==> config.mk <==
export PLATFORM = sky130hd
export DESIGN_NAME = cp0_exc_ctrl
export DESIGN_NICKNAME = d
export VERILOG_FILES = /design/src/rtl/cp0_exc_ctrl_pkg.sv /design/src/rtl/cp0_exc_prio.sv /design/src/rtl/cp0_exc_ctrl.sv
export SDC_FILE = /design/constraint.sdc
export NUM_CORES = 1
export LEC_CHECK = 0
export CAP_MARGIN = 30
export CORE_AREA = 4 4 159 161
export DETAILED_ROUTE_END_ITERATION = 12
export DIE_AREA = 0 0 163 165
export MAX_ROUTING_LAYER = met4
export SLEW_MARGIN = 10
export SYNTH_ARGS = -nofsm -noshare
export SYNTH_HDL_FRONTEND = slang
export SYNTH_SLANG_ARGS = --single-unit
==> constraint.sdc <==
create_clock -name clk -period 5.6 [get_ports clk]
set_clock_uncertainty 0.1 [all_clocks]
set_input_delay 1.12 -clock clk [delete_from_list [all_inputs] [get_ports clk]]
set_output_delay 1.12 -clock clk [all_outputs]
set_load 0.01 [all_outputs]
==> src/rtl/cp0_exc_ctrl_pkg.sv <==
// Shared constants for the CP0 exception controller: MFC0 register addresses,
// exception codes, wb_exc_i flag positions and the controller state type.
package cp0_exc_ctrl_pkg;

    localparam logic [7:0] CR_BADVADDR = 8'h40;
    localparam logic [7:0] CR_COUNT    = 8'h48;
    localparam logic [7:0] CR_COMPARE  = 8'h58;
    localparam logic [7:0] CR_STATUS   = 8'h60;
    localparam logic [7:0] CR_CAUSE    = 8'h68;
    localparam logic [7:0] CR_EPC      = 8'h70;

    localparam logic [4:0] EX_INT  = 5'd0;
    localparam logic [4:0] EX_ADEL = 5'd4;
    localparam logic [4:0] EX_ADES = 5'd5;
    localparam logic [4:0] EX_SYS  = 5'd8;
    localparam logic [4:0] EX_BP   = 5'd9;
    localparam logic [4:0] EX_RI   = 5'd10;
    localparam logic [4:0] EX_OV   = 5'd12;

    // wb_exc_i = {ades, adel_d, bp, sys, ov, ri, adel_f}
    localparam int unsigned EXC_W      = 7;
    localparam int unsigned EXC_ADEL_F = 0;
    localparam int unsigned EXC_RI     = 1;
    localparam int unsigned EXC_OV     = 2;
    localparam int unsigned EXC_SYS    = 3;
    localparam int unsigned EXC_BP     = 4;
    localparam int unsigned EXC_ADEL_D = 5;
    localparam int unsigned EXC_ADES   = 6;

    typedef enum logic [1:0] {
        ST_IDLE  = 2'd0,
        ST_FLUSH = 2'd1,
        ST_REDIR = 2'd2
    } exc_state_e;

endpackage

==> src/rtl/cp0_exc_prio.sv <==
// Combinational priority encoder: picks the winning interrupt/exception of the
// committing instruction and reports whether the fetch address is the fault address.
module cp0_exc_prio
    import cp0_exc_ctrl_pkg::*;
(
    input  logic [EXC_W-1:0] exc_i,
    input  logic             int_req_i,
    output logic             hit_o,
    output logic [4:0]       excode_o,
    output logic             use_fetch_addr_o
);

    always_comb begin
        hit_o            = 1'b1;
        excode_o         = EX_INT;
        use_fetch_addr_o = 1'b0;
        if (int_req_i) begin
            excode_o = EX_INT;
        end else if (exc_i[EXC_ADEL_F]) begin
            excode_o         = EX_ADEL;
            use_fetch_addr_o = 1'b1;
        end else if (exc_i[EXC_RI]) begin
            excode_o = EX_RI;
        end else if (exc_i[EXC_OV]) begin
            excode_o = EX_OV;
        end else if (exc_i[EXC_SYS]) begin
            excode_o = EX_SYS;
        end else if (exc_i[EXC_BP]) begin
            excode_o = EX_BP;
        end else if (exc_i[EXC_ADEL_D]) begin
            excode_o = EX_ADEL;
        end else if (exc_i[EXC_ADES]) begin
            excode_o = EX_ADES;
        end else begin
            hit_o = 1'b0;
        end
    end

endmodule

==> src/rtl/cp0_exc_ctrl.sv <==
// CP0 exception/ERET controller: raises CP0 update strobes, flushes the pipeline,
// redirects fetch via valid/ready, and serves registered MFC0 reads.
module cp0_exc_ctrl
    import cp0_exc_ctrl_pkg::*;
#(
    parameter logic [31:0] EXC_VEC_BEV = 32'hBFC0_0380,
    parameter logic [31:0] EXC_VEC_NRM = 32'h8000_0180
) (
    input  logic        clk,
    input  logic        reset,
    input  logic        wb_valid,
    input  logic [31:0] wb_pc_i,
    input  logic        wb_bd_i,
    input  logic [6:0]  wb_exc_i,
    input  logic [31:0] wb_badvaddr_i,
    input  logic [31:0] wb_fetch_badvaddr_i,
    input  logic        wb_eret_i,
    input  logic        c0_status_bev,
    input  logic        c0_status_exl,
    input  logic        c0_status_ie,
    input  logic [7:0]  c0_status_im,
    input  logic        c0_cause_bd,
    input  logic        c0_cause_ti,
    input  logic [7:0]  c0_cause_ip,
    input  logic [4:0]  c0_cause_excode,
    input  logic [31:0] c0_epc,
    input  logic [31:0] c0_badvaddr,
    input  logic [31:0] c0_count,
    input  logic [31:0] c0_compare,
    output logic        wb_ex,
    output logic        eret_flush,
    output logic [4:0]  wb_excode,
    output logic        wb_bd,
    output logic [31:0] wb_pc,
    output logic [31:0] wb_badvaddr,
    output logic        pipe_flush,
    output logic        redirect_valid,
    output logic [31:0] redirect_pc,
    input  logic        redirect_ready,
    input  logic        rd_en,
    input  logic [7:0]  raddr,
    output logic [31:0] rdata,
    output logic        rdata_valid
);

    exc_state_e  state_q, state_d;
    logic        wb_ex_q, wb_ex_d;
    logic        eret_flush_q, eret_flush_d;
    logic        pipe_flush_q, pipe_flush_d;
    logic [4:0]  wb_excode_q, wb_excode_d;
    logic        wb_bd_q, wb_bd_d;
    logic [31:0] wb_pc_q, wb_pc_d;
    logic [31:0] wb_badvaddr_q, wb_badvaddr_d;
    logic        redirect_valid_q, redirect_valid_d;
    logic [31:0] redirect_pc_q, redirect_pc_d;
    logic        bev_q, bev_d;
    logic [31:0] rdata_q, rdata_d;
    logic        rdata_valid_q, rdata_valid_d;

    logic        int_req;
    logic        accept;
    logic        exc_hit;
    logic [4:0]  exc_code;
    logic        use_fetch_addr;
    logic [31:0] rd_value;

    cp0_exc_prio u_prio (
        .exc_i            (wb_exc_i),
        .int_req_i        (int_req),
        .hit_o            (exc_hit),
        .excode_o         (exc_code),
        .use_fetch_addr_o (use_fetch_addr)
    );

    assign int_req = c0_status_ie & ~c0_status_exl & (|(c0_cause_ip & c0_status_im));
    assign accept  = wb_valid & ((|wb_exc_i) | int_req | wb_eret_i);

    always_comb begin
        state_d          = state_q;
        wb_ex_d          = 1'b0;
        eret_flush_d     = 1'b0;
        pipe_flush_d     = 1'b0;
        wb_excode_d      = '0;
        wb_bd_d          = 1'b0;
        wb_pc_d          = '0;
        wb_badvaddr_d    = '0;
        redirect_valid_d = redirect_valid_q;
        redirect_pc_d    = redirect_pc_q;
        bev_d            = bev_q;
        unique case (state_q)
            ST_IDLE: begin
                if (accept) begin
                    state_d      = ST_FLUSH;
                    pipe_flush_d = 1'b1;
                    bev_d        = c0_status_bev;
                    // An exception always wins over ERET; ERET only fires when nothing hit.
                    if (exc_hit) begin
                        wb_ex_d       = 1'b1;
                        wb_excode_d   = exc_code;
                        wb_bd_d       = wb_bd_i;
                        wb_pc_d       = wb_pc_i;
                        wb_badvaddr_d = use_fetch_addr ? wb_fetch_badvaddr_i : wb_badvaddr_i;
                    end else begin
                        eret_flush_d = 1'b1;
                    end
                end
            end
            ST_FLUSH: begin
                state_d          = ST_REDIR;
                redirect_valid_d = 1'b1;
                // EPC is sampled here so a CP0 write retiring alongside the flush is seen.
                redirect_pc_d    = wb_ex_q ? (bev_q ? EXC_VEC_BEV : EXC_VEC_NRM) : c0_epc;
            end
            ST_REDIR: begin
                if (redirect_ready) begin
                    state_d          = ST_IDLE;
                    redirect_valid_d = 1'b0;
                end
            end
            default: begin
                state_d          = ST_IDLE;
                redirect_valid_d = 1'b0;
            end
        endcase
    end

    always_comb begin
        unique case (raddr)
            CR_BADVADDR: rd_value = c0_badvaddr;
            CR_COUNT:    rd_value = c0_count;
            CR_COMPARE:  rd_value = c0_compare;
            CR_STATUS:   rd_value = {9'b0, c0_status_bev, 6'b0, c0_status_im, 6'b0,
                                     c0_status_exl, c0_status_ie};
            CR_CAUSE:    rd_value = {c0_cause_bd, c0_cause_ti, 14'b0, c0_cause_ip, 1'b0,
                                     c0_cause_excode, 2'b0};
            CR_EPC:      rd_value = c0_epc;
            default:     rd_value = '0;
        endcase
        rdata_valid_d = rd_en;
        rdata_d       = rd_en ? rd_value : rdata_q;
    end

    always_ff @(posedge clk) begin
        if (reset) begin
            state_q          <= ST_IDLE;
            wb_ex_q          <= 1'b0;
            eret_flush_q     <= 1'b0;
            pipe_flush_q     <= 1'b0;
            wb_excode_q      <= '0;
            wb_bd_q          <= 1'b0;
            wb_pc_q          <= '0;
            wb_badvaddr_q    <= '0;
            redirect_valid_q <= 1'b0;
            redirect_pc_q    <= '0;
            bev_q            <= 1'b0;
            rdata_q          <= '0;
            rdata_valid_q    <= 1'b0;
        end else begin
            state_q          <= state_d;
            wb_ex_q          <= wb_ex_d;
            eret_flush_q     <= eret_flush_d;
            pipe_flush_q     <= pipe_flush_d;
            wb_excode_q      <= wb_excode_d;
            wb_bd_q          <= wb_bd_d;
            wb_pc_q          <= wb_pc_d;
            wb_badvaddr_q    <= wb_badvaddr_d;
            redirect_valid_q <= redirect_valid_d;
            redirect_pc_q    <= redirect_pc_d;
            bev_q            <= bev_d;
            rdata_q          <= rdata_d;
            rdata_valid_q    <= rdata_valid_d;
        end
    end

    assign wb_ex          = wb_ex_q;
    assign eret_flush     = eret_flush_q;
    assign pipe_flush     = pipe_flush_q;
    assign wb_excode      = wb_excode_q;
    assign wb_bd          = wb_bd_q;
    assign wb_pc          = wb_pc_q;
    assign wb_badvaddr    = wb_badvaddr_q;
    assign redirect_valid = redirect_valid_q;
    assign redirect_pc    = redirect_pc_q;
    assign rdata          = rdata_q;
    assign rdata_valid    = rdata_valid_q;

endmodule

---- After elaboration in Yosys (flattened, before gate mapping) ----
Cells that the tools add are included.
word-level totals
  register bits ........................... 142
  ROM bits ................................ 0
  RAM bits ................................ 0
  logic and storage cells ................. 78
  latch bits .............................. 0
  memories ................................ 0
operators by class
  muxes and demuxes ....................... 29
  reductions and logical operators ........ 13
  equality and inequality tests ........... 10
  shift operators ......................... 0
  multipliers ............................. 0
  magnitude comparators ................... 0
  div/mod/pow operators ................... 0
  bitwise logic cells ..................... 10
  add/sub/neg operators ................... 0
operators with widths
  cell                  number
  $pmux W32 S6          1
  $mux W32              2
  $eq A8 B7 Y1 const B  6
  $mux W30              1
  $mux W4               5
  $mux W1               14
  $reduce_or A11 Y1     1
  $reduce_or A9 Y1      1
  $and A8 B8 Y8         1
  $reduce_or A8 Y1      1
  $reduce_or A7 Y1      1
  $mux W3               2
  $pmux W2 S3           1
  $reduce_and A2 Y1     3
  $reduce_or A6 Y1      1
  $reduce_or A5 Y1      1
  $mux W2               2
  $ne A2 B2 Y1 const B  2
  $not A1 Y1            4
  $reduce_or A4 Y1      1
  $and A1 B1 Y1         3
  $pmux W1 S3           1
  $reduce_or A3 Y1      1
  $eq A2 B1 Y1 const B  1
  other kinds (4)       5

---- Logic depth before layout (Yosys ltp) ----
  depth in word-level cells ............... 10
  depth in mapped cells ................... 7
  depth with buffers taken out ............ 4

---- Cells and area by module ----
Synthesis repeated with hierarchy kept, for this count alone.
second synthesis, totals
  cell total of the unflattened synthesis .. 642
  area, all modules ....................... 6107.1 um2
modules (own cells, without submodules)
  module        area an instance (um2)  cells an instance  instances  seq. area each (um2)
  cp0_exc_ctrl  6009.5                  624                1          2842.7
  cp0_exc_prio  97.6                    18                 1          0.0

---- Least setup slack after synthesis ----
No wires, ideal clock.
  kind .................................... input port to flip-flop
  from .................................... input raddr[2]
  to ...................................... register rdata_q[0], in the netlist rdata[0]
  buffers on the path ..................... 1
  library setup time ...................... 0.083 ns
  cell stages on the path ................. 5
  setup slack ............................. 2.923 ns
  arrival ................................. 2.494 ns
  required time ........................... 5.417 ns
  cell sequence ........................... or4b_4 -> nor3b_4 -> nand2_2 -> buf_6 -> o31ai_4
on the way
  word-level cells in the longest chain between the ends .. 2
ends and longest elaborated chain
  what                    line                 text
  start: declaration      cp0_exc_ctrl.sv:41   input logic [7:0] raddr,
  $eq A8 B7 Y1            cp0_exc_ctrl.sv:128  unique case (raddr)
  $pmux W32 S6 (*)        cp0_exc_ctrl.sv:128
  end signal: assignment  cp0_exc_ctrl.sv:170  rdata_q <= rdata_d;
  end: declaration        cp0_exc_ctrl.sv:57   logic [31:0] rdata_q, rdata_d;
Every way passes the cells marked *; elsewhere a longest branch is shown, timed or not.
A chain may end at the register's enable or synchronous reset.

---- Worst setup path in the final report ----
  from .................................... input raddr[3]
  to ...................................... register rdata_q[1], in the netlist rdata[1]
Same word-level chain as after synthesis.

==> reports/results.tsv <==
stage	metric	value	unit
status	outcome	finished, final reports clean	
critical_path	path_class	primary input to register	
place	dpl_cell_area	10290	um^2
clock_network	htree_levels	4	
power_and_ir_drop	p_leak	0.003899	uW
detailed_routing	drtAntennaViolNets	0	
critical_path	crit_family	simple AND/OR/NAND/NOR gates	
clock_network	ctsResizeCount	0	
finish	fin_nets	1297	
synthesis	synthArstFlopShare	0	%
floorplanning	die_x	163	um
sta	rsz0062_at_grt	no	
synthesis	syn_nets	916	
global_routing	antenna_found_initial	0	
sta	period_share	56.51	%
floorplanning	core.rowCount	57	
detailed_routing	drc	0	
synthesis	ys_warn_count	0	
clock_network	cts_tree	yes	
clock_network	clock-sinks	141	
clock_network	cts_setup_buffers	0	
finish	antennaDiodeCount	0	
finish	final_layout_size_suffix_gt1_share	6.557	%
synthesis	synth_cells	644	
critical_path	cp.arrival	3.39	ns
synthesis	synth_top_area_share	47.53	%
synthesis	yosysUniqueCellTypes	50	
finish	layout_commonest_cell	clkdlybuf4s50_1	
min_path	worstHoldPathType	register to register	
synthesis	yosys.area.top_type	dfxtp_1	
detailed_routing	drt_iter0_drc	438	
synthesis	syn_avg_cell_area	9.221	um^2
finish	layout_common_cells	406 x clkdlybuf4s50_1, 141 x dfxtp_1, 67 x a21oi_1	
critical_path	cp_slowest_stage_delay	0.80	ns
finish	area_delta_synth_final	83.48	%
flow_run	cap_violations	0	
synthesis	synth_area	5938	um^2
finish	fin_area	10900	um^2
critical_path	cp_cell_sequence	buf_2 > nor2b_1 > or3b_2 > nand2_2 > o31ai_2	
critical_path	crit_slowest_cell	nor2b_1	
critical_path	cp.required	5.82	ns
critical_path	start_kind	primary input	
floorplanning	dieArea	26900	um^2
critical_path	cp-end-kind	register	
synthesis	ys_ff_latch	141	
synthesis	netlist_top_cells_area	dfxtp_1 48%, a21oi_1 5.7%, a22oi_1 4.4%	
clock_network	hold_buffers	0	
sta	worst_slew_pin_slew	0.9242	ns
power_and_ir_drop	pwr_density_cell	252.4	nW/um^2
clock_network	cts_max_path_buffers	2	
floorplanning	die-height	165	um
clock_network	clock_latency	0.42	ns
global_routing	overflow	0	
power_and_ir_drop	max-vdd-ir-drop	0.1487	mV
place	dpl.hpwl	21380	um
finish	seqCellArea	2823	um^2
critical_path	worstPathMaxFanout	32	
sta	tns	0	ns
global_routing	grt_max_degree	41	
sta	finalMaxSlewViolations	0	
critical_path	path_buf_inv	1	
clock_network	clockRootBuffer	clkbuf_16	
synthesis	ys_seq_area_share	47.53	%
synthesis	synthFlopType	dfxtp_1	
global_routing	grt.total_usage	20.13	%
detailed_routing	num_vias	6477	
sta	setup_viol_count_final	0	
finish	fillCellCount	2377	
place	port_buffers	409	
place	gp_congestion	0.8651	
floorplanning	initial_utilization	24.78	%
sta	setup_ws	2.435	ns
clock_network	clk_pin_slew_worst_paths	0.06	ns
sta	finalHoldViolations	0	
global_routing	grt_pass1_wl	39500	um
detailed_routing	routed_wl	27730	um
sta	fin_crit	3.165	ns
global_routing	grt_pass1_vias	6609	
detailed_routing	via_per_inst	4.759	
detailed_routing	routedWlPerCell	20.38	um
sta	max_freq	0.3160	GHz
floorplanning	fp.coreArea	23960	um^2
place	place_ws	1.990	ns
synthesis	synth_edf_count	0	
floorplanning	io_pins	411	
finish	multi_input_area	2887	um^2
sta	maxSlewHeadroom	38.26	%
clock_network	cts_buffers	17	
detailed_routing	dr.pass1.iters	5	
-- cells in the mapped netlist (all sizes together) (2+ instances only) --
cell type and count:
and2 36, a22o 16, nand3 32, nand2b 4, mux2i 11, a21oi 68, buf 13, a222oi 3
o21ai 52, nand3b 20, nor3b 2, o2bb2ai 3, a221oi 4, o22ai 9, a31oi 4, nand2 35
nor2b 18, a22oi 35, nor3 13, nor2 30, o31ai 3, dfxtp 141, mux4 8, clkbuf 46
a211oi 3, nor4 4, o41ai 2, a2bb2oi 18
-- final timing paths --
path / startpoint / to / slack [ns] / cells after the start
setup / recovery: raddr[3] / rdata[1] / 2.44 / 5
hold / removal: redirect_pc[30] / redirect_pc[30] / 0.35 / 2
setup reg to reg: state_q[0] / redirect_pc[23] / 3.42 / 4
hold reg to reg: redirect_pc[30] / redirect_pc[30] / 0.35 / 2
-- routing by layer --
layer	routed length [um]	GRT usage, %
met1	11090	23.35
met2	13940	34.34
met3	2090	5.016
met4	602	6.519
met5	0	-
-- through the flow --
step | total power (uW) | instances | hold slack [ns] | utilization [%]
floorplan | 1262 | 644 | 0.3526 | -
global placement | 1593 | 1329 | 0.3365 | 42.90
detailed placement | 1596 | 1330 | 0.3443 | 42.96
CTS | 2796 | 1361 | 0.3537 | 45.47
global route | 2873 | 1361 | 0.3650 | 45.47
finish | 2750 | 1361 | 0.3498 | 45.47
-- area by class of cell --
type | count | share of cell area [%]
Timing Repair Buffer | 421 | 38.33
Multi-Input combinational cell | 443 | 26.49
Sequential cell | 141 | 25.91
Clock buffer | 17 | 3.904
Tap cell | 324 | 3.721
Clock inverter | 14 | 1.608
Inverter | 1 | 0.03445
-- kinds of logic after synthesis --
family	Yosys count	synth area share (%)
mux	19	4.888
compound gates	224	24.80
simple gates	199	18.52
buf+inv	60	4.193
flops	141	47.53
other cells	1	0.06315
-- power breakdown --
group | switching (uW) | internal, uW | total (uW)
sequential | 15.1 | 1040 | 1060
clock | 504 | 675 | 1180
combinational | 209 | 306 | 515
-- sequential cells by signal (all words and copies together), names as in the netlist, 2 cells and up --
| register | count |
|---|---|
| rdata | 32 |
| redirect_pc | 32 |
| wb_badvaddr | 32 |
| wb_pc | 32 |
| wb_excode | 4 |
| state_q | 2 |
-- worst reg2reg max path, delay by kind of cell (launching register included) --
family,cells,cell delay (ns)
DFF,1,0.40
AOI/OAI and AO/OA,1,0.24
and+or+nand+nor,3,1.30
No activity file was read; power rests on OpenSTA's default activity.
